--- src/rtl/data_mem_param.sv ---
// data_mem_param: parametrised multi-cycle data memory that stalls the CPU via busy_wait.
// Define DMEM_STATS_EN to add saturating rd_count/wr_count completion counters.
module data_mem_param #(
  parameter int DATA_W  = 8,
  parameter int ADDR_W  = 8,
  parameter int DEPTH   = 256,
  parameter int LATENCY = 5
) (
  input  logic              clk,
  input  logic              rst,
  input  logic              read,
  input  logic              write,
  input  logic [ADDR_W-1:0] address,
  input  logic [DATA_W-1:0] write_data,
  output logic [DATA_W-1:0] read_data,
  output logic              busy_wait,
  output logic              req_error
`ifdef DMEM_STATS_EN
  ,
  output logic [15:0]       rd_count,
  output logic [15:0]       wr_count
`endif
);
  localparam int CNT_W = LATENCY > 1 ? $clog2(LATENCY) : 1;
  localparam int IDX_W = DEPTH > 1 ? $clog2(DEPTH) : 1;
  typedef enum logic [1:0] {IDLE, ACCESS, DONE} state_t;
  state_t state_q, state_d;
  logic [CNT_W-1:0] count_q, count_d;
  logic wr_q, wr_d;
  logic [ADDR_W-1:0] addr_q, addr_d;
  logic [DATA_W-1:0] data_q, data_d, rdata_q, rdata_d;
  logic [DATA_W-1:0] mem_q [DEPTH];
  logic valid, fin, in_range;
  logic [IDX_W-1:0] idx;
  assign valid     = read ^ write;
  assign fin       = state_q == ACCESS && count_q == '0;
  assign in_range  = {1'b0, addr_q} < (ADDR_W+1)'(DEPTH);
  assign idx       = addr_q[IDX_W-1:0];
  assign busy_wait = (state_q == IDLE && valid) || state_q == ACCESS;
  assign req_error = state_q == IDLE && read && write;
  assign read_data = rdata_q;
  always_comb begin
    state_d = state_q;
    count_d = count_q;
    wr_d    = wr_q;
    addr_d  = addr_q;
    data_d  = data_q;
    rdata_d = fin && !wr_q ? (in_range ? mem_q[idx] : '0) : rdata_q;
    if (state_q == IDLE && valid) begin
      state_d = ACCESS;
      count_d = CNT_W'(LATENCY - 1);
      wr_d    = write;
      addr_d  = address;
      data_d  = write_data;
    end else if (state_q == ACCESS) begin
      state_d = fin ? DONE : ACCESS;
      count_d = fin ? count_q : count_q - 1'b1;
    end else if (state_q == DONE) begin
      state_d = IDLE;
    end
  end
  always_ff @(posedge clk or posedge rst) begin
    if (rst) begin
      state_q <= IDLE;
      count_q <= '0;
      wr_q    <= 1'b0;
      addr_q  <= '0;
      data_q  <= '0;
      rdata_q <= '0;
    end else begin
      state_q <= state_d;
      count_q <= count_d;
      wr_q    <= wr_d;
      addr_q  <= addr_d;
      data_q  <= data_d;
      rdata_q <= rdata_d;
    end
  end
  // out-of-range writes are dropped; the access still takes the full latency
  always_ff @(posedge clk or posedge rst) begin
    if (rst) begin
      for (int i = 0; i < DEPTH; i++) mem_q[i] <= '0;
    end else if (fin && wr_q && in_range) begin
      mem_q[idx] <= data_q;
    end
  end
`ifdef DMEM_STATS_EN
  always_ff @(posedge clk or posedge rst) begin
    if (rst) begin
      rd_count <= '0;
      wr_count <= '0;
    end else begin
      if (fin && !wr_q && rd_count != 16'hFFFF) rd_count <= rd_count + 1'b1;
      if (fin && wr_q && wr_count != 16'hFFFF) wr_count <= wr_count + 1'b1;
    end
  end
`endif
endmodule

--- config.mk ---
export PLATFORM = sky130hd
export DESIGN_NAME = data_mem_param
export DESIGN_NICKNAME = d
export VERILOG_FILES = /design/src/rtl/data_mem_param.sv
export SDC_FILE = /design/constraint.sdc
export NUM_CORES = 2
export LEC_CHECK = 0
export BUFFER_PORTS_ARGS = -buffer_cell sky130_fd_sc_hd__buf_2
export CORE_MARGIN = 1.5
export CORE_UTILIZATION = 45
export CTS_CLUSTER_DIAMETER = 40
export DETAILED_ROUTE_END_ITERATION = 10
export GPL_TIMING_DRIVEN = 0
export PLACE_DENSITY = 0.62
export SKIP_LAST_GASP = 1
export SYNTH_ARGS = -nofsm -noshare
export SYNTH_HDL_FRONTEND = slang
export SYNTH_SLANG_ARGS = --single-unit
--- constraint.sdc ---
create_clock -name clk -period 129.6 [get_ports clk]
set_input_delay 25.92 -clock clk [delete_from_list [all_inputs] [get_ports clk]]
set_output_delay 25.92 -clock clk [all_outputs]
set_load 0.005 [all_outputs]
==> summary.txt <==
Run status
  • Run status: finished with violations
  • Violated checks: max-capacitance violations, max-slew violations

Critical path
  • Setup CP Type: input pin to primary output
  • R2r endpoint: read_data[2]
  • Worst setup startpoint: write
  • Setup crit end: busy_wait
  • Crit start category: input pin
  • FF-to-FF setup slack: 123.61 ns
  • Reg2reg start: addr_q[1]
  • Critical Path RT: 103.68 ns
  • Worst reg2reg path depth: 9
  • CP Data Arrival Time: 26.47 ns
  • CP Max Fanout: 3
  • CP Capture Type: primary output

Global routing
  • Met3 Usage GRT: 0.144
  • Vias in the first global route: 64900
  • All-Layer GR Usage: 0.388
  • Initial antenna violation count: 48
  • Met1 GRT Util: 0.497
  • Global routing's busiest layer: met2
  • First-pass GRT wire length: 565000 microns
  • Met2 usage: 0.533
  • Gr ovfl total: 0
  • Largest net degree at the start of global routing: 138

Place
  • Placed Area: 0.0997 sq mm
  • Port Buffer Count: 29
  • Post-DP HPWL: 294000 microns
  • RePlAce Congestion: 1.08

Clock network
  • # H-tree levels: 5
  • CTS max path bufs: 4
  • Clock Tree Root: clkbuf_16
  • Postcts setup bufs: 0
  • Sink Count: 2078
  • Clk Latency, worst-skew pair: 0.98 ns
  • TritonCTS clock tree: built
  • TritonCTS buffer count: 351
  • Hold Buf Count CTS: 0
  • CTS resizes: 0
  • Clock transition at path regs: 0.05 ns

Timing
  • Setup tns final: 0 ns
  • Fin crit period: 52.39 ns
  • Slew Viols, Final: 135
  • Max Clock Skew: 0.0642 ns
  • Headroom to the max-slew limit: -0.123
  • RSZ-0062 raised after global routing: false
  • Period utilization: 0.404
  • Worst-margin pin slew: 1.64 ns
  • FMAX: 19.1 MHz
  • Endpoints failing hold: 0
  • Final setup vio count: 0

Yosys
  • Syn Inst Count: 6338
  • Cell variety after synth: 68
  • Post-synth EDFFs: 0
  • Total nets after synthesis: 6360
  • Post-Syn Area per Cell: 15.0 sq um
  • Top cells by count, synth: 2078 x dfrtp_1, 2021 x mux2_2, 377 x mux4_2, 298 x mux2i_1, 275 x clkbuf_1
  • Yosys warns: 0
  • Post-synth top flop: dfrtp_1
  • Area contributors post-synth: dfrtp_1 55%, mux2_2 24%, mux4_2 8.9%, mux2i_1 3.1%, clkbuf_1 1.1%
  • Count leader, synth: dfrtp_1
  • Synth Cell Area: 0.0953 sq mm
  • Register area share after synthesis: 0.546
  • Synth top area share: 0.546
  • Synth area leader: dfrtp_1
  • Synth async-reset ratio: 1.00
  • Register bit total from synthesis: 2078

Job
  • Maxcap violations: 17

Finish
  • Fin area: 0.112 sq mm
  • Area grow syn2layout: 17.1%
  • Nets: 6774
  • Share of layout cells above drive strength 1: 0.485

Power and ir drop
  • Cell area power density: 22.9 mW/mm^2
  • Peak VDD IR: 0.0000177 V
  • LEAKAGE: 0.0533 uW
  • Final Power: 2550 uW

Floorplan
  • Row count: 168
  • Die Y: 463 microns
  • Core area: 0.210 sq mm
  • IO Pins: 30
  • Die width: 463 microns
  • Die ar.: 0.215 sq mm
  • Initial Util: 0.454

Worst hold path
  • Worst Hold Class: flip-flop to flip-flop

Route
  • First-pass DRT Iterations: 8
  • Vias: 65700
  • Starting DRT DRC Count: 8806
  • Vias/cell: 6.66
  • Final wirelength: 420000 microns
  • WL/cell: 42.5 microns
  • Drt drc: 0
  • Routed Antenna Nets: 0
routing by layer:
layer  vias up  wire [microns]
li1      24600               -
met1     35700          159000
met3      1299           50200
met4        18           38200
met2      4127          172000
met5         -             257
cells by family (layout without fill, tap and decap cells):
family                     count (synthesis)  after routing  share of synthesized area
muxes                                   2741           2741                      0.364
DFF                                     2078           2078                      0.546
and+or+nand+nor                          661            661                     0.0365
buffers and inverters                    470           1153                     0.0244
AOI/OAI and AO/OA                        385            385                     0.0287
adders and majority gates                  2              2                   0.000262
xor gates and xnor gates                   1              1                  0.0000919
other                                      0             35                          0
cell type report:
class,count,area [sq um]
well taps,2805,3510
multi-input cells,3790,41000
repair buffers,61,868
clock inverters,199,2260
flip-flops and latches,2078,52000
plain buffers,462,2330
fillers,17300,98400
diodes,35,87.6
clock buffers,423,9510
inverters,8,37.5
per-stage QoR:
stage / utilization / std cells / hold slack [ns] / setup WS, ns
floorplan: - / 6338 / 0.449 / 44.98
global placement: 0.471 / 9172 / 0.469 / 24.15
detailed placement: 0.475 / 9202 / 0.478 / 77.21
CTS: 0.531 / 9824 / 0.489 / 77.21
global route: 0.531 / 9835 / 0.502 / 77.15
finish: 0.532 / 9861 / 0.486 / 77.21
worst min path at each step:
stage	from	endpoint	slack [ns]	cells past startpoint
4_1_cts	mem_q[1387]	mem_q[1387]	0.49	1
3_5_place_dp	mem_q[1387]	mem_q[1387]	0.48	1
5_1_grt	mem_q[2030]	mem_q[2030]	0.50	1
6_report	mem_q[1387]	mem_q[1387]	0.49	1
3_3_place_gp	mem_q[1666]	mem_q[1666]	0.47	1
2_1_floorplan	count_q[1]	count_q[1]	0.45	2
sequential cells by signal, indices dropped and copies added (netlist names):
register	flops
addr_q	8
count_q	3
data_q	8
mem_q	2048
read_data	8
state_q	2
wr_q	1
worst max-delay path, cell delays in order:
cell and delay (ns):
buf_2 0.12, xor2_1 0.15, nand2_1 0.08, nand2b_1 0.09, buf_2 0.11
power by group:
| group | internal, uW | switching (uW) | total [uW] |
|---|---|---|---|
| clock | 592 | 348 | 940 |
| combinational | 185 | 731 | 916 |
| sequential | 676 | 19.9 | 696 |
cell usage in the layout, fill, tap and decap left out, types with 38 or more instances in the layout:
| cell | instances |
|---|---|
| a22oi_1 | 72 |
| buf_2 | 117 |
| buf_4 | 49 |
| clkbuf_1 | 289 |
| clkbuf_16 | 356 |
| clkinv_2 | 40 |
| clkinvlp_4 | 52 |
| dfrtp_1 | 2078 |
| inv_6 | 38 |
| mux2_1 | 45 |
| mux2_2 | 2021 |
| mux2i_1 | 298 |
| mux4_2 | 377 |
| nand2_1 | 244 |
| nand3_1 | 41 |
| nor2_1 | 98 |
| nor2_2 | 90 |
| o21ai_0 | 44 |
| o22ai_1 | 81 |
No activity file was read; power rests on OpenSTA's default activity.
